===== src/rtl/erx_distributor_pkg.sv =====
// Shared definitions for the RX distributor: channel codes and eMesh field widths.
package erx_distributor_pkg;

    localparam logic [1:0] CH_WR = 2'd0;
    localparam logic [1:0] CH_RQ = 2'd1;
    localparam logic [1:0] CH_RR = 2'd2;

    localparam int DATAMODE_W = 2;
    localparam int CTRLMODE_W = 4;

    // Read requests are the only non-writes; tagged writes are read responses.
    function automatic logic [1:0] classify(input logic write, input logic tag_hit);
        if (!write)       return CH_RQ;
        else if (tag_hit) return CH_RR;
        else              return CH_WR;
    endfunction

endpackage


===== src/rtl/erx_distributor_if.sv =====
// eMesh ingress stream and the shared FIFO-side bus of the RX distributor.
interface erx_emesh_if
    import erx_distributor_pkg::*;
#(
    parameter int AW = 32,
    parameter int DW = 32
);
    logic                  access;
    logic                  write;
    logic [DATAMODE_W-1:0] datamode;
    logic [CTRLMODE_W-1:0] ctrlmode;
    logic [AW-1:0]         dstaddr;
    logic [AW-1:0]         srcaddr;
    logic [DW-1:0]         data;
    logic                  wait_req;

    modport master (output access, write, datamode, ctrlmode, dstaddr, srcaddr, data,
                    input  wait_req);
    modport slave  (input  access, write, datamode, ctrlmode, dstaddr, srcaddr, data,
                    output wait_req);
endinterface

interface erx_fifo_if
    import erx_distributor_pkg::*;
#(
    parameter int AW = 32,
    parameter int DW = 32
);
    logic                  write;
    logic [DATAMODE_W-1:0] datamode;
    logic [CTRLMODE_W-1:0] ctrlmode;
    logic [AW-1:0]         dstaddr;
    logic [AW-1:0]         srcaddr;
    logic [DW-1:0]         data;
    logic                  emwr_wr_en;
    logic                  emrq_wr_en;
    logic                  emrr_wr_en;
    logic                  emwr_progfull;
    logic                  emrq_progfull;
    logic                  emrr_progfull;

    modport master (output write, datamode, ctrlmode, dstaddr, srcaddr, data,
                           emwr_wr_en, emrq_wr_en, emrr_wr_en,
                    input  emwr_progfull, emrq_progfull, emrr_progfull);
    modport slave  (input  write, datamode, ctrlmode, dstaddr, srcaddr, data,
                           emwr_wr_en, emrq_wr_en, emrr_wr_en,
                    output emwr_progfull, emrq_progfull, emrr_progfull);
endinterface


===== src/rtl/erx_sat_counter.sv =====
// Saturating event counter with synchronous clear taking priority over increment.
module erx_sat_counter #(
    parameter int CNT_W = 16
) (
    input  logic             clk,
    input  logic             reset,
    input  logic             inc,
    input  logic             clr,
    output logic [CNT_W-1:0] count
);

    // NOTE: clocked state is assigned with <= so every flop samples pre-edge values.
    always_ff @(posedge clk or posedge reset) begin
        if (reset)
            count <= '0;
        else if (clr)
            count <= '0;
        else if (inc && (count != '1))
            count <= count + 1'b1;
    end

endmodule


===== src/rtl/erx_distributor.sv =====
// RX distributor: optional dstaddr remap, channel classification and a two-entry
// (output + skid) lossless buffer that stalls on the target FIFO's progfull.
module erx_distributor
    import erx_distributor_pkg::*;
#(
    parameter int                  AW            = 32,
    parameter int                  DW            = 32,
    parameter int                  TAG_BITS      = 12,
    parameter logic [TAG_BITS-1:0] READ_TAG_ADDR = 12'h810,
    parameter int                  REMAP_BITS    = 7,
    parameter logic [AW-1:0]       REMAP_ADDR    = 32'h3E000000,
    parameter int                  CNT_W         = 16
) (
    input  logic             clk,
    input  logic             reset,
    input  logic             rx_enable,
    input  logic             remap_en,
    input  logic             cnt_clear,
    erx_emesh_if.slave       rx,
    erx_fifo_if.master       fifo,
    output logic [CNT_W-1:0] wr_count,
    output logic [CNT_W-1:0] rq_count,
    output logic [CNT_W-1:0] rr_count,
    output logic [CNT_W-1:0] drop_count,
    output logic             overflow
);

    localparam logic [1:0] S_EMPTY = 2'd0;
    localparam logic [1:0] S_ONE   = 2'd1;
    localparam logic [1:0] S_TWO   = 2'd2;

    typedef struct packed {
        logic [1:0]            ch;
        logic                  write;
        logic [DATAMODE_W-1:0] datamode;
        logic [CTRLMODE_W-1:0] ctrlmode;
        logic [AW-1:0]         dstaddr;
        logic [AW-1:0]         srcaddr;
        logic [DW-1:0]         data;
    } entry_t;

    logic [1:0] state, state_nxt;
    entry_t     in_entry, out_q, skid_q;
    logic       out_valid, skid_valid, accept, fire, stalled;
    logic       load_in, load_skid, promote;

    assign out_valid   = (state != S_EMPTY);
    assign skid_valid  = (state == S_TWO);
    assign accept      = rx.access & rx_enable & ~skid_valid;
    assign fire        = out_valid & ~stalled;
    assign rx.wait_req = skid_valid;

    // Tag compare looks at the address as it arrived, before any remap.
    always_comb begin
        in_entry.ch       = classify(rx.write, rx.dstaddr[AW-1 -: TAG_BITS] == READ_TAG_ADDR);
        in_entry.write    = rx.write;
        in_entry.datamode = rx.datamode;
        in_entry.ctrlmode = rx.ctrlmode;
        in_entry.dstaddr  = remap_en
                          ? {REMAP_ADDR[AW-1 -: REMAP_BITS], rx.dstaddr[AW-REMAP_BITS-1:0]}
                          : rx.dstaddr;
        in_entry.srcaddr  = rx.srcaddr;
        in_entry.data     = rx.data;
    end

    always_comb begin
        case (out_q.ch)
            CH_RQ:   stalled = fifo.emrq_progfull;
            CH_RR:   stalled = fifo.emrr_progfull;
            default: stalled = fifo.emwr_progfull;
        endcase
    end

    // NOTE: every always_comb output gets a default first so no path infers a latch.
    always_comb begin
        state_nxt = state;
        load_in   = 1'b0;
        load_skid = 1'b0;
        promote   = 1'b0;
        case (state)
            S_EMPTY: if (accept) begin
                state_nxt = S_ONE;
                load_in   = 1'b1;
            end
            S_ONE: begin
                if (accept && fire) begin
                    load_in = 1'b1;
                end else if (accept) begin
                    state_nxt = S_TWO;
                    load_skid = 1'b1;
                end else if (fire) begin
                    state_nxt = S_EMPTY;
                end
            end
            S_TWO: if (fire) begin
                state_nxt = S_ONE;
                promote   = 1'b1;
            end
            default: state_nxt = S_EMPTY;
        endcase
    end

    // NOTE: the two entry registers are plain flops, so they are reset to zero for a clean bus.
    always_ff @(posedge clk or posedge reset) begin
        if (reset) begin
            state  <= S_EMPTY;
            out_q  <= '0;
            skid_q <= '0;
        end else begin
            state <= state_nxt;
            if (load_in)
                out_q <= in_entry;
            else if (promote)
                out_q <= skid_q;
            if (load_skid)
                skid_q <= in_entry;
        end
    end

    always_ff @(posedge clk or posedge reset) begin
        if (reset)
            overflow <= 1'b0;
        else if (cnt_clear)
            overflow <= 1'b0;
        else if (rx.access && skid_valid)
            overflow <= 1'b1;
    end

    logic wr_fire, rq_fire, rr_fire, drop;
    assign wr_fire = fire & (out_q.ch == CH_WR);
    assign rq_fire = fire & (out_q.ch == CH_RQ);
    assign rr_fire = fire & (out_q.ch == CH_RR);
    assign drop    = rx.access & ~rx_enable;

    assign fifo.write      = out_q.write;
    assign fifo.datamode   = out_q.datamode;
    assign fifo.ctrlmode   = out_q.ctrlmode;
    assign fifo.dstaddr    = out_q.dstaddr;
    assign fifo.srcaddr    = out_q.srcaddr;
    assign fifo.data       = out_q.data;
    assign fifo.emwr_wr_en = wr_fire;
    assign fifo.emrq_wr_en = rq_fire;
    assign fifo.emrr_wr_en = rr_fire;

    erx_sat_counter #(.CNT_W(CNT_W)) u_wr_cnt
        (.clk(clk), .reset(reset), .inc(wr_fire), .clr(cnt_clear), .count(wr_count));
    erx_sat_counter #(.CNT_W(CNT_W)) u_rq_cnt
        (.clk(clk), .reset(reset), .inc(rq_fire), .clr(cnt_clear), .count(rq_count));
    erx_sat_counter #(.CNT_W(CNT_W)) u_rr_cnt
        (.clk(clk), .reset(reset), .inc(rr_fire), .clr(cnt_clear), .count(rr_count));
    erx_sat_counter #(.CNT_W(CNT_W)) u_drop_cnt
        (.clk(clk), .reset(reset), .inc(drop), .clr(cnt_clear), .count(drop_count));

endmodule


===== src/flat_wrapper.sv =====
// flat-port wrapper written by rule: the top's interface ports become plain ports
module erx_distributor_flat import erx_distributor_pkg::*;
#(
    parameter int                  AW            = 32,
    parameter int                  DW            = 32,
    parameter int                  TAG_BITS      = 12,
    parameter logic [TAG_BITS-1:0] READ_TAG_ADDR = 12'h810,
    parameter int                  REMAP_BITS    = 7,
    parameter logic [AW-1:0]       REMAP_ADDR    = 32'h3E000000,
    parameter int                  CNT_W         = 16
)
  (clk, reset, rx_enable, remap_en, cnt_clear, wr_count, rq_count, rr_count, drop_count, overflow, rx_access, rx_write, rx_datamode, rx_ctrlmode, rx_dstaddr, rx_srcaddr, rx_data, rx_wait_req, fifo_write, fifo_datamode, fifo_ctrlmode, fifo_dstaddr, fifo_srcaddr, fifo_data, fifo_emwr_wr_en, fifo_emrq_wr_en, fifo_emrr_wr_en, fifo_emwr_progfull, fifo_emrq_progfull, fifo_emrr_progfull);
  erx_emesh_if #(.AW(AW), .DW(DW)) rx_i ();
  erx_fifo_if #(.AW(AW), .DW(DW)) fifo_i ();
  input  logic clk;
  input  logic reset;
  input  logic rx_enable;
  input  logic remap_en;
  input  logic cnt_clear;
  output logic [CNT_W-1:0] wr_count;
  output logic [CNT_W-1:0] rq_count;
  output logic [CNT_W-1:0] rr_count;
  output logic [CNT_W-1:0] drop_count;
  output logic overflow;
  input wire logic [$bits(rx_i.access)-1:0] rx_access;
  input wire logic [$bits(rx_i.write)-1:0] rx_write;
  input wire logic [$bits(rx_i.datamode)-1:0] rx_datamode;
  input wire logic [$bits(rx_i.ctrlmode)-1:0] rx_ctrlmode;
  input wire logic [$bits(rx_i.dstaddr)-1:0] rx_dstaddr;
  input wire logic [$bits(rx_i.srcaddr)-1:0] rx_srcaddr;
  input wire logic [$bits(rx_i.data)-1:0] rx_data;
  output wire logic [$bits(rx_i.wait_req)-1:0] rx_wait_req;
  output wire logic [$bits(fifo_i.write)-1:0] fifo_write;
  output wire logic [$bits(fifo_i.datamode)-1:0] fifo_datamode;
  output wire logic [$bits(fifo_i.ctrlmode)-1:0] fifo_ctrlmode;
  output wire logic [$bits(fifo_i.dstaddr)-1:0] fifo_dstaddr;
  output wire logic [$bits(fifo_i.srcaddr)-1:0] fifo_srcaddr;
  output wire logic [$bits(fifo_i.data)-1:0] fifo_data;
  output wire logic [$bits(fifo_i.emwr_wr_en)-1:0] fifo_emwr_wr_en;
  output wire logic [$bits(fifo_i.emrq_wr_en)-1:0] fifo_emrq_wr_en;
  output wire logic [$bits(fifo_i.emrr_wr_en)-1:0] fifo_emrr_wr_en;
  input wire logic [$bits(fifo_i.emwr_progfull)-1:0] fifo_emwr_progfull;
  input wire logic [$bits(fifo_i.emrq_progfull)-1:0] fifo_emrq_progfull;
  input wire logic [$bits(fifo_i.emrr_progfull)-1:0] fifo_emrr_progfull;
  assign rx_i.access = rx_access;
  assign rx_i.write = rx_write;
  assign rx_i.datamode = rx_datamode;
  assign rx_i.ctrlmode = rx_ctrlmode;
  assign rx_i.dstaddr = rx_dstaddr;
  assign rx_i.srcaddr = rx_srcaddr;
  assign rx_i.data = rx_data;
  assign rx_wait_req = rx_i.wait_req;
  assign fifo_write = fifo_i.write;
  assign fifo_datamode = fifo_i.datamode;
  assign fifo_ctrlmode = fifo_i.ctrlmode;
  assign fifo_dstaddr = fifo_i.dstaddr;
  assign fifo_srcaddr = fifo_i.srcaddr;
  assign fifo_data = fifo_i.data;
  assign fifo_emwr_wr_en = fifo_i.emwr_wr_en;
  assign fifo_emrq_wr_en = fifo_i.emrq_wr_en;
  assign fifo_emrr_wr_en = fifo_i.emrr_wr_en;
  assign fifo_i.emwr_progfull = fifo_emwr_progfull;
  assign fifo_i.emrq_progfull = fifo_emrq_progfull;
  assign fifo_i.emrr_progfull = fifo_emrr_progfull;
  erx_distributor #(.AW(AW), .DW(DW), .TAG_BITS(TAG_BITS), .READ_TAG_ADDR(READ_TAG_ADDR), .REMAP_BITS(REMAP_BITS), .REMAP_ADDR(REMAP_ADDR), .CNT_W(CNT_W)) u_core (.clk(clk), .reset(reset), .rx_enable(rx_enable), .remap_en(remap_en), .cnt_clear(cnt_clear), .rx(rx_i), .fifo(fifo_i), .wr_count(wr_count), .rq_count(rq_count), .rr_count(rr_count), .drop_count(drop_count), .overflow(overflow));
endmodule

===== config.mk =====
export PLATFORM = sky130hd
export DESIGN_NAME = erx_distributor_flat
export DESIGN_NICKNAME = d
export VERILOG_FILES = /design/src/rtl/erx_distributor_pkg.sv /design/src/rtl/erx_distributor_if.sv /design/src/rtl/erx_sat_counter.sv /design/src/rtl/erx_distributor.sv /design/src/flat_wrapper.sv
export SDC_FILE = /design/constraint.sdc
export NUM_CORES = 1
export LEC_CHECK = 0
export BUFFER_PORTS_ARGS = -buffer_cell sky130_fd_sc_hd__buf_2
export CAP_MARGIN = 20
export CORE_MARGIN = 2
export CORE_UTILIZATION = 43
export CTS_BUF_LIST = sky130_fd_sc_hd__clkbuf_4
export CTS_CLUSTER_SIZE = 8
export DETAILED_ROUTE_END_ITERATION = 10
export PLACE_DENSITY = 0.68
export SYNTH_ARGS = -nofsm -noshare
export SYNTH_HDL_FRONTEND = slang
export SYNTH_SLANG_ARGS = --single-unit

===== constraint.sdc =====
create_clock -name clk -period 13.6 [get_ports clk]
set_clock_uncertainty 0.15 [all_clocks]
set_input_delay 2.04 -clock clk [delete_from_list [all_inputs] [get_ports clk]]
set_output_delay 2.04 -clock clk [all_outputs]
set_load 0.05 [all_outputs]

-- Word-level counts from Yosys, hierarchy flattened
Index checks and enable logic that the tools add are counted.
- flip-flop bits (word level): 277
- bits in latches: 0
- RAM bits: 0
- bits in read-only memories: 0
- bits of input ports: 112
- output and inout bits: 172
- word-level logic and storage cells: 92
- memories: 0
- add/subtract/negate cells: 4
- $mul: 0
- div/mod/pow operators: 0
- order comparisons: 0
- eq/ne operators: 13
- shift-type cells: 0
- mux-type cells: 29
- bitwise gates (word level): 10
- reduce and logical (&&, ||, !) cells: 16
- operators with widths (kind ; count):
    two-way mux 105 bit ; 2
    two-way mux 16 bit ; 8
    adder 16 x 1 -> 16 bit, second input constant ; 4
    inequality test 16 bit, second input constant ; 4
    two-way mux 32 bit ; 1
    two-way mux 2 bit ; 7
    nonzero test 2 bit ; 7
    equality test 12 bit, second input constant ; 1
    two-way mux 1 bit ; 8
    AND 1 bit ; 7
    logical AND 1 bit ; 6
    case mux 2 bit (3 select lines) ; 1
    equality test 2 x 1 -> 1 bit, second input constant ; 2
    equality test 2 bit, second input constant ; 2
    logical NOT 2 bit ; 2
    inequality test 2 bit, second input constant ; 2
    case mux 1 bit (2 select lines) ; 2
    AND reduction 4 bit ; 1
    inequality test 3 x 1 -> 1 bit, second input constant ; 1
    NOT 1 bit ; 3
    inequality test 2 x 1 -> 1 bit, second input constant ; 1

-- Longest topological paths before layout
Gate-level depths: netlist (run 1).
- depth in word-level cells: 8
- depth in mapped cells: 9
- mapped depth without buffers: 8

-- Cells and area by module
Synthesis (run 1) repeated with hierarchy kept, for this count alone.
- cell total of the unflattened synthesis: 1608
- area total of the unflattened synthesis: 15277.2 µm²
- modules (own cells, without submodules) (module ; times used ; cells each ; area each (µm²) ; sequential area each (µm²)):
    erx_distributor ; 1 ; 1204 ; 11548.6 ; 5330.1
    erx_sat_counter ; 4 ; 101 ; 932.1 ; 400.4

-- Worst setup path before layout (run 1)
OpenSTA, ideal clock, no wires.
- path kind: input-to-output
- start: input fifo_emwr_progfull
- end: output fifo_emrq_wr_en
- arrival time: 3.087 ns
- required time: 11.410 ns
- path slack: 8.323 ns
- stages on the path: 3
- buffers on the path: 0
- cell sequence: or2b_2 o2111ai_2 clkinv_1
- cells in the longest elaborated chain, start to end: 4
- RTL lines (item ; line ; source):
    start, declared ; flat_wrapper.sv:42 ; input wire logic [$bits(fifo_i.emwr_progfull)-1:0] fifo_emwr_progfull;
    case mux 1 bit (2 select lines) ; erx_distributor.sv:67 ; case (out_q.ch)
    NOT 1 bit ; erx_distributor.sv:50 ; assign fire = out_valid & ~stalled;
    AND 1 bit ; erx_distributor.sv:50 ;
    AND 1 bit ; erx_distributor.sv:131 ; assign rq_fire = fire & (out_q.ch == CH_RQ);
    end, declared ; flat_wrapper.sv:40 ; output wire logic [$bits(fifo_i.emrq_wr_en)-1:0] fifo_emrq_wr_en;
Every way passes these cells.

-- Worst setup path after layout (run 1)
Ends and elaborated chain as after synthesis.

==> run metrics, run 1 <==
status=finished, final reports clean; final WL=~33000 um; reg2reg path depth=8; FF-to-FF setup slack=approximately 10 ns; Comb pwr share=0.368; Final period util=0.407; Mean Syn Cell Area=roughly 9.2 sq um; Post-DP Area=13900 sq um; hold crit path type=reg2reg; Psw=approximately 1400 uW; Max stage delay cell, worst path=or2b_2; Initial Util=0.436; Post-synth EDFFs=0; Synth top area share=0.538; core box area=29600 sq um; RSZ-0062 raised after global routing=false; ys async rst share=1.00; IO Pins=284; Worst Tran Pin Value=between 1 and 1.5 ns; Worst slew margin=0.326; area leader, netlist=dfrtp_1; Int Pwr=roughly 1800 uW; layout cells sized above 1=0.268; Post-CTS Resized=0; Critical Path Source Type=input pin; DP Cell Count=between 1.5k and 2k; Die H=approximately 180 um; Netlist cell types=60; clock network power share=0.238; total global-route track usage=0.213; vias in the first global route=around 11k; first-pass GRT wire length=roughly 54000 um; synthesized instance count=1394; synthesis-to-finish area growth=15.5%; Most Frequent Cell on Critical Path=buf_2; std cell rows=63; initial drt markers=around 690; die width=roughly 180 um; fin area=about 15000 sq um; CP Buf/Inv Count=3; critical path's top delay family=buffers and inverters; Detail Route Antenna Nets=0; yosys warns=0; DR DRC count=0; # Post-CTS Setup Buffers=0; via/cell ratio=just over 5; DP HPWL=just over 20000 um; cell leakage power=0.00775 uW; TritonRoute pass-1 iters=5; crit path to=fifo_emrq_wr_en; largest net degree at the start of global routing=132; fmax=between 150 and 200 MHz; worst setup margin=about 8.1 ns; largest fanout on the critical path=8; clk buf depth=3; ranking of synthesized cells by area=dfrtp_1 54%, nand2_1 15%, buf_4 5.9%; setup TNS=0 ns; Reg clk slew, reported paths=approximately 0.060 ns; Nets=approximately 1.7k; Hold Buf Count CTS=0; Port-buffer cells=between 200 and 300; clock root cell=clkbuf_4; CP endpoint kind=output pin; # H-tree levels=3; worst reg2reg endpoint=u_core.fifo.srcaddr[26]$_DFFE_PP0P_; per-cell routed wire length=between 15 and 20 um; Primary FF master, synth=dfrtp_1; pre-CTS setup slack=8.09 ns; clock sinks=roughly 280; crit-path max cell delay=approximately 0.36 ns; Peak VDD IR=approximately 0.13 mV; final global-route overflow total=0; Netlist Area Pre-Place=~13000 sq um; die area=31300 sq um; syn nets=about 1.5k; CP required=around 11 ns; Net Sw Frac=0.440; crit path cell chain=buf_2, or2b_2, o2111ai_2, clkinv_1, buf_2; fin cells=~2.0k; Final GP Congestion=just under 0.9; RR Startpoint=u_core.out_q[104]$_DFFE_PP0P_; max-capacitance violation count=0; #FFs+latches synth=about 280; max-slew violations=0; sequential area share after synthesis=0.538; Final Hold Fails=0; crit path from=fifo_emwr_progfull; antenna violations before repair=6; TritonCTS clock tree=built; fin crit period=5.53 ns; Critical Path AT=about 3.3 ns; CP Class=in2out; critical path depth=5; final setup fails=0; clk_lat worst skew=approximately 0.65 ns; hold_sp=u_core.fifo.srcaddr[5]$_DFFE_PP0P_; vias post-DR=between 10k and 15k; Pwr per Cell Area=217 nW/um^2; share of power burned in registers=0.394; CTS Buf Count=74
per-layer routing:
metal | vias up | part of all wire | global-route usage
li1 | 4983 | - | -
met1 | 5130 | 0.42 | 0.269
met2 | 324 | 0.47 | 0.340
met3 | 53 | 0.093 | 0.0782
met4 | 2 | 0.018 | 0.0692
met5 | - | 0.00021 | 0
area by class of cell:
class | instances | area, sq um
antenna | 4 | 10.0
clock buffer | 114 | 856
clock inverter | 14 | 119
fill | 2837 | 14700
inverter | 12 | 52.6
multi-input combinational | 935 | 4880
sequential | 277 | 6930
tap | 390 | 488
timing repair buffer | 295 | 1530
state kept, by name, summed over array words and instances (netlist names):
register                 flops
u_core.fifo.write            1
u_core.u_wr_cnt.count       16
u_core.fifo.data            32
u_core.fifo.datamode         2
u_core.fifo.ctrlmode         4
u_core.fifo.dstaddr         32
u_core.u_drop_cnt.count     16
u_core.out_q                 2
u_core.overflow              1
u_core.u_rq_cnt.count       16
u_core.u_rr_cnt.count       16
u_core.skid_q              105
u_core.state                 2
u_core.fifo.srcaddr         32
per-stage QoR:
stage / util / hold slack [ns] / total power, uW
after detailed placement: 0.469 / 0.307 / 2480
after global placement: 0.469 / 0.302 / 2450
after global routing: 0.503 / 0.341 / 3440
after floorplan: - / 0.296 / 2370
after CTS: 0.502 / 0.322 / 3270
final: 0.503 / 0.316 / 3230
power groups by stage:
stage | Sequential (uW) | Combinational (uW) | Clock (uW)
after floorplan | 1260 | 1110 | 0
after global placement | 1270 | 1180 | 0
after detailed placement | 1280 | 1200 | 0
after CTS | 1270 | 1200 | 800
after global routing | 1310 | 1290 | 844
final | 1270 | 1190 | 769
cell families (layout without fill, tap and decap cells):
family,count (synthesis),count (layout),share of synthesized area
compound gates,174,174,0.103
buf+inv,182,435,0.0850
mux,8,8,0.00661
simple gates,703,703,0.231
flops,277,277,0.538
other cells,0,4,0
xor+xnor,43,43,0.0293
fa+ha+maj,7,7,0.00680
placed cells by master (no fill, tap or decap), types with 3 or more instances in the layout:
master | synthesis | layout
nand2b_1 | 5 | 5
and3_1 | 6 | 6
nor3_1 | 11 | 10
inv_1 | 11 | 10
o2111ai_1 | 3 | 3
and2_1 | 5 | 5
dfrtp_1 | 277 | 277
mux2_2 | 4 | 4
nor4_1 | 17 | 17
clkbuf_4 | 0 | 114
a22oi_1 | 95 | 95
nand3_1 | 19 | 19
ha_1 | 7 | 7
a31o_2 | 4 | 4
mux2i_1 | 4 | 4
a211oi_1 | 11 | 11
nand2_1 | 512 | 511
xnor2_1 | 36 | 36
buf_2 | 23 | 283
o21ai_0 | 12 | 12
o211ai_1 | 4 | 4
a221o_1 | 3 | 3
nor4b_1 | 4 | 4
buf_4 | 102 | 11
nor2_1 | 76 | 76
a21oi_1 | 23 | 23
and4_1 | 6 | 6
clkinv_1 | 1 | 10
xor2_1 | 7 | 7
nor2b_1 | 13 | 13
nand4_1 | 13 | 13
diode_2 | 0 | 4
Yosys cell counts (6+ instances only):
master / n
nand2_1: 512
dfrtp_1: 277
buf_4: 102
a22oi_1: 95
nor2_1: 76
clkbuf_1: 42
xnor2_1: 36
a21oi_1: 23
buf_2: 23
nand3_1: 19
nor4_1: 17
nand4_1: 13
nor2b_1: 13
o21ai_0: 12
a211oi_1: 11
inv_1: 11
nor3_1: 11
ha_1: 7
xor2_1: 7
and3_1: 6
and4_1: 6
how the worst min path moves through the flow:
stage / to / slack (ns) / cells past startpoint
finish: u_core.fifo.srcaddr[5]$_DFFE_PP0P_ / 0.32 / 2
global route: u_core.fifo.data[5]$_DFFE_PP0P_ / 0.34 / 2
CTS: u_core.fifo.data[7]$_DFFE_PP0P_ / 0.32 / 2
detailed placement: u_core.fifo.srcaddr[8]$_DFFE_PP0P_ / 0.31 / 2
global placement: u_core.fifo.srcaddr[0]$_DFFE_PP0P_ / 0.30 / 2
floorplan: u_core.skid_q[102]$_DFFE_PP0P_ / 0.30 / 2
worst reg2reg max path, stage by stage (launching register included):
cell     delay (ns)
dfrtp_1        0.41
inv_1          0.08
ha_1           0.37
or2b_2         0.39
o211a_4        0.29
a21oi_4        0.79
buf_4          0.79
nand2_1        0.20
nand2_1        0.10
Note: power is estimated with default switching activity, not from simulation.
==> inputs of run 2 (changes only) <==
PLACE_DENSITY = 0.7   (was 0.68)
clock period = 4.9 ns   (was 13.6 ns; I/O delays follow)
==> run 2 against run 1 <==
- utilization hardly changed
- cell area hardly changed
- first-iteration DRC count is 3.9% higher
- largest cell class unchanged
- sequential share of layout area hardly changed
- worst setup slack worse by 6.8 ns
- critical path type is now reg2out
- via count is 0.14% lower
- combinational power grew to 2.8 times the previous value
- die area stayed put
==> run metrics, run 2 (synthesis gave the netlist of run 1 again) <==
hold depth=3; Int Pwr=roughly 5000 uW; std cell rows=63; Peak VDD IR=0.408 mV; clock root cell=clkbuf_4; initial drt markers=714; synthesis-to-finish area growth=15.5%; Critical Path AT=2.71 ns; vias post-DR=around 10k; RSZ-0062 raised after global routing=false; status=finished, final reports clean; commonest non-fill, non-tap cell in the layout=nand2_1; Reg clk slew, reported paths=~0.070 ns; Psw=3960 uW; Nets=approximately 1.7k; Die H=about 180 um; layout cells sized above 1=0.268; DP HPWL=~21000 um; Initial Util=0.436; antenna violations before repair=11; clock sinks=around 280; crit path to=fifo_emrq_wr_en; worst setup margin=roughly 1.3 ns; final global-route overflow total=0; commonest cells after routing, fill and taps aside=511 x nand2_1, 283 x buf_2, 277 x dfrtp_1, 111 x clkbuf_4, 95 x a22oi_1; Post-CTS Resized=0; die area=around 31000 sq um; Final GP Congestion=around 0.83; CTS Buf Count=just under 80; Post-DP Area=about 14000 sq um; largest net degree at the start of global routing=177; via/cell ratio=roughly 5.1; DR DRC count=0; cell leakage power=roughly 0.0078 uW; per-cell routed wire length=about 16 um; clk_lat worst skew=0.67 ns; vias in the first global route=10.4k; Critical Path Source Type=register; CP Class=reg2out; Worst slew margin=0.333; Final period util=0.733; max-slew violations=0; Hold Buf Count CTS=0; fin area=14900 sq um; TritonCTS clock tree=built; total global-route track usage=0.208; fmax=roughly 280 MHz; pre-CTS setup slack=between 1.5 and 2 ns; Final Hold Fails=0; Detail Route Antenna Nets=0; # Post-CTS Setup Buffers=0; clk buf depth=3; CP endpoint kind=output pin; CP required=4.01 ns; crit path from=u_core.out_q[103]$_DFFE_PP0P_; max-capacitance violation count=0; first-pass GRT wire length=52700 um; core box area=29600 sq um; reg2reg path depth=8; worst reg2reg endpoint=u_core.fifo.dstaddr[27]$_DFFE_PP0P_; RR Startpoint=u_core.out_q[103]$_DFFE_PP0P_; die width=177 um; Largest register FFs=~110; final WL=around 32000 um; clock network power share=0.237; IO Pins=around 280; share of power burned in registers=0.394; setup TNS=0 ns; Net Sw Frac=0.442; final setup fails=0; Hold Slack=approximately 0.1 ns; Pwr per Cell Area=602 nW/um^2; Port-buffer cells=283; fillers=between 2k and 3k; TritonRoute pass-1 iters=5; FF-to-FF setup slack=~2.0 ns; hold crit path type=in2reg; Worst Tran Pin Value=approximately 1 ns; fin crit period=approximately 3.6 ns; register with the most flip-flops=u_core.skid_q; # H-tree levels=3; Comb pwr share=0.369; largest fanout on the critical path=8
run 2: cell count changes in the layout (fill, tap and decap cells not counted):
cell,change
inv_6,+1
buf_16,-1
inv_8,-1
buf_4,+2
clkinv_1,+3
clkinvlp_4,+1
clkbuf_2,+1
buf_12,+1
clkbuf_4,-3
run 2: stage by stage:
step / cells / utilization / power (uW)
global placement: 1911 / 0.470 / 6810
finish: 2045 / 0.503 / 8960
CTS: 2040 / 0.503 / 9080
floorplan: 1394 / - / 6580
detailed placement: 1911 / 0.470 / 6890
global route: 2043 / 0.503 / 9530
run 2: worst max-delay path, cell delays in order (launching register included):
cell       delay [ns]
dfrtp_1          0.35
inv_1            0.08
ha_1             0.38
or2b_2           0.39
o2111ai_2        0.19
clkinv_1         0.36
buf_2            0.32
run 2: power by group through the flow:
stage	Clock (uW)	Sequential, uW	Combinational [uW]
2_1_floorplan	0	3490	3100
3_3_place_gp	0	3540	3280
3_5_place_dp	0	3550	3350
4_1_cts	2200	3530	3340
5_1_grt	2320	3630	3590
6_report	2120	3530	3310
run 2: area by class of cell:
type / instances / area, sq um / share of cell area
sequential: 277 / 6930 / 0.466
antenna: 4 / 10.0 / 0.000673
multi-input combinational: 935 / 4880 / 0.328
clock inverter: 18 / 139 / 0.00934
clock buffer: 111 / 833 / 0.0560
tap: 390 / 488 / 0.0328
inverter: 12 / 48.8 / 0.00328
timing repair buffer: 298 / 1540 / 0.103
run 2: how the worst min path moves through the flow:
stage,start,endpoint,slack (ns)
3_3_place_gp,u_core.fifo.srcaddr[17]$_DFFE_PP0P_,u_core.fifo.srcaddr[17]$_DFFE_PP0P_,0.30
2_1_floorplan,u_core.skid_q[102]$_DFFE_PP0P_,u_core.skid_q[102]$_DFFE_PP0P_,0.30
3_5_place_dp,u_core.fifo.srcaddr[4]$_DFFE_PP0P_,u_core.fifo.srcaddr[4]$_DFFE_PP0P_,0.31
5_1_grt,rx_ctrlmode[1],u_core.skid_q[97]$_DFFE_PP0P_,0.03
4_1_cts,rx_srcaddr[5],u_core.skid_q[37]$_DFFE_PP0P_,0.02
6_report,rx_srcaddr[5],u_core.skid_q[37]$_DFFE_PP0P_,0.10
run 2: per-layer routing:
| layer | track usage | part of all wire |
|---|---|---|
| met3 | 0.0851 | 0.096 |
| met2 | 0.326 | 0.46 |
| met4 | 0.0596 | 0.016 |
| met1 | 0.264 | 0.42 |
| met5 | 0 | 0.0024 |
==> inputs of run 3 (changes only) <==
ABC_AREA = 1   (was default)
PLACE_DENSITY = 0.67   (was 0.7)
clock period = 3.8 ns   (was 4.9 ns; I/O delays follow)
==> run 3 against run 2 <==
- register-to-register slack lost 1.1 ns
- via count up 23%
- sequential power grew 19%
- cell area is 17% higher
- critical path type unchanged
- utilization rose by 2.8 points
- combinational power down 9.4%
- sequential cell count stayed put
- cell count up 29%
==> run metrics, run 3 <==
commonest cells after routing, fill and taps aside=593 x nand2_1, 283 x buf_2, 277 x dfrtp_1, 241 x inv_1, 197 x o21ai_0; Net Sw Frac=0.382; Nets=between 2k and 2.5k; fmax=about 320 MHz; syn nets=1957; first-pass GRT wire length=around 63000 um; worst setup margin=a little under 0.7 ns; most common cell in the netlist=nand2_1; die width=between 150 and 200 um; commonest non-fill, non-tap cell in the layout=nand2_1; Detail Route Antenna Nets=0; synthesis-to-finish area growth=21.2%; status=finished, final reports clean; Reg clk slew, reported paths=around 0.06 ns; Synth top area share=0.483; fillers=approximately 3.1k; max-slew violations=0; Peak VDD IR=0.317 mV; area leader, netlist=dfrtp_1; hold crit path type=in2reg; final global-route overflow total=0; # H-tree levels=3; initial drt markers=between 800 and 900; synthesized instance count=1838; CP required=around 3.1 ns; # Post-CTS Setup Buffers=0; Comb pwr share=0.295; Post-CTS Resized=0; Die H=approximately 190 um; largest fanout on the critical path=5; clk buf depth=3; TritonRoute pass-1 iters=5; CTS Buf Count=80; yosys warns=0; CP Class=reg2out; final WL=about 38000 um; Worst slew margin=0.431; total global-route track usage=0.217; via/cell ratio=4.86; core box area=32700 sq um; Critical Path AT=2.40 ns; Mean Syn Cell Area=roughly 7.8 sq um; RSZ-0062 raised after global routing=false; Pwr per Cell Area=around 590 nW/um^2; Final Hold Fails=0; layout cells sized above 1=0.212; DR DRC count=0; Post-Route Utilization=0.531; Largest register FFs=105; std cell rows=66; Post-synth EDFFs=0; most frequent cells after synthesis=593 x nand2_1, 277 x dfrtp_1, 243 x inv_1; Critical Path Source Type=register; final setup fails=0; vias in the first global route=between 10k and 15k; die area=approximately 35000 sq um; largest net degree at the start of global routing=~110; clk_lat worst skew=0.69 ns; CP endpoint kind=output pin; sequential area share after synthesis=0.483; setup TNS=0 ns; fin area=between 15000 and 20000 sq um; DP HPWL=roughly 24000 um; clock sinks=277; per-cell routed wire length=14.3 um; IO Pins=around 280; ys async rst share=1.00; Final period util=0.821; Psw=3890 uW; Netlist cell types=27; fin crit period=between 3 and 4 ns; Int Pwr=about 6300 uW; ranking of synthesized cells by area=dfrtp_1 48%, nand2_1 16%, o21ai_0 6.9%; TritonCTS clock tree=built; Post-DP Area=about 15000 sq um; register with the most flip-flops=u_core.skid_q; Final GP Congestion=between 0.8 and 0.9; antenna violations before repair=3; Worst Tran Pin Value=0.853 ns; Netlist Area Pre-Place=14300 sq um; share of power burned in registers=0.414; vias post-DR=12.9k; Primary FF master, synth=dfrtp_1; cell leakage power=~0.0092 uW; max-capacitance violation count=0; Initial Util=0.438; pre-CTS setup slack=roughly 0.96 ns; Hold Buf Count CTS=approximately 110; clock network power share=0.291; #FFs+latches synth=~280; Port-buffer cells=approximately 280; clock root cell=clkbuf_4
[run 3: cell count changes after synthesis, moves of 36 or more]
cell / change
a22oi_1: -95
inv_1: +232
nand2_1: +81
nand3_1: +97
nand4_1: +40
o21ai_0: +185
xnor2_1: -36
[run 3: worst max-delay path, stage by stage (launching register included)]
cell and delay (ns):
dfrtp_1 0.36, inv_1 0.09, ha_1 0.27, nand2_1 0.08, nand2_1 0.11, nand2_2 0.14
nand4_1 0.27, inv_1 0.12, buf_2 0.27
[run 3: per-layer routing]
metal,GRT usage,wire [um],part of all wire
met2,0.356,17900,0.47
met3,0.0579,2740,0.072
met4,0.0769,894,0.024
met1,0.278,16300,0.43
met5,0,0,0
[run 3: kinds of logic (layout without fill, tap and decap cells)]
logic type / after synthesis / in the layout / share of synthesized area
xor gates and xnor gates: 27 / 27 / 0.0165
buffers and inverters: 431 / 796 / 0.152
and+or+nand+nor: 868 / 868 / 0.260
DFF: 277 / 277 / 0.483
adders and majority gates: 7 / 7 / 0.00611
other: 0 / 3 / 0
AOI/OAI and AO/OA: 228 / 228 / 0.0824
[run 3: final timing paths]
kind	start	to	slack, ns	depth (start not counted)
worst max-delay path	u_core.out_q[103]$_DFFE_PP0P_	fifo_emwr_wr_en	0.68	8
worst min-delay path	remap_en	u_core.skid_q[89]$_DFFE_PP0P_	0.11	3
worst max register to register	u_core.out_q[103]$_DFFE_PP0P_	u_core.skid_q[57]$_DFFE_PP0P_	0.95	10
worst min register to register	u_core.fifo.dstaddr[23]$_DFFE_PP0P_	u_core.fifo.dstaddr[23]$_DFFE_PP0P_	0.32	2
max in group asynchronous	reset	u_core.skid_q[49]$_DFFE_PP0P_	2.37	4
min in group asynchronous	reset	u_core.skid_q[79]$_DFFE_PP0P_	0.21	3
[run 3: power groups by stage]
| stage | clock (uW) | sequential, uW | combinational [uW] |
|---|---|---|---|
| after floorplan | 0 | 4180 | 2690 |
| after global placement | 0 | 4230 | 2850 |
| after detailed placement | 0 | 4250 | 2920 |
| after CTS | 3080 | 4200 | 3020 |
| after global routing | 3240 | 4300 | 3280 |
| final | 2970 | 4210 | 3000 |
[run 3: cell type report]
type                    instances  area, sq um  area share
clock inverters                14          136     0.00785
diodes                          3         7.51    0.000432
well taps                     442          553      0.0318
clock buffers                 126          946      0.0544
flip-flops and latches        277         6930       0.399
multi-input cells            1130         5230       0.301
inverters                     252          951      0.0547
repair buffers                404         2630       0.151
[run 3: metrics by stage]
step                hold WS (ns)  cells  total power (uW)
floorplan                  0.292   1838              6870
global placement           0.306   2400              7080
detailed placement         0.310   2400              7170
CTS                       0.0315   2645             10300
global route              0.0761   2648             10800
finish                     0.113   2648             10200
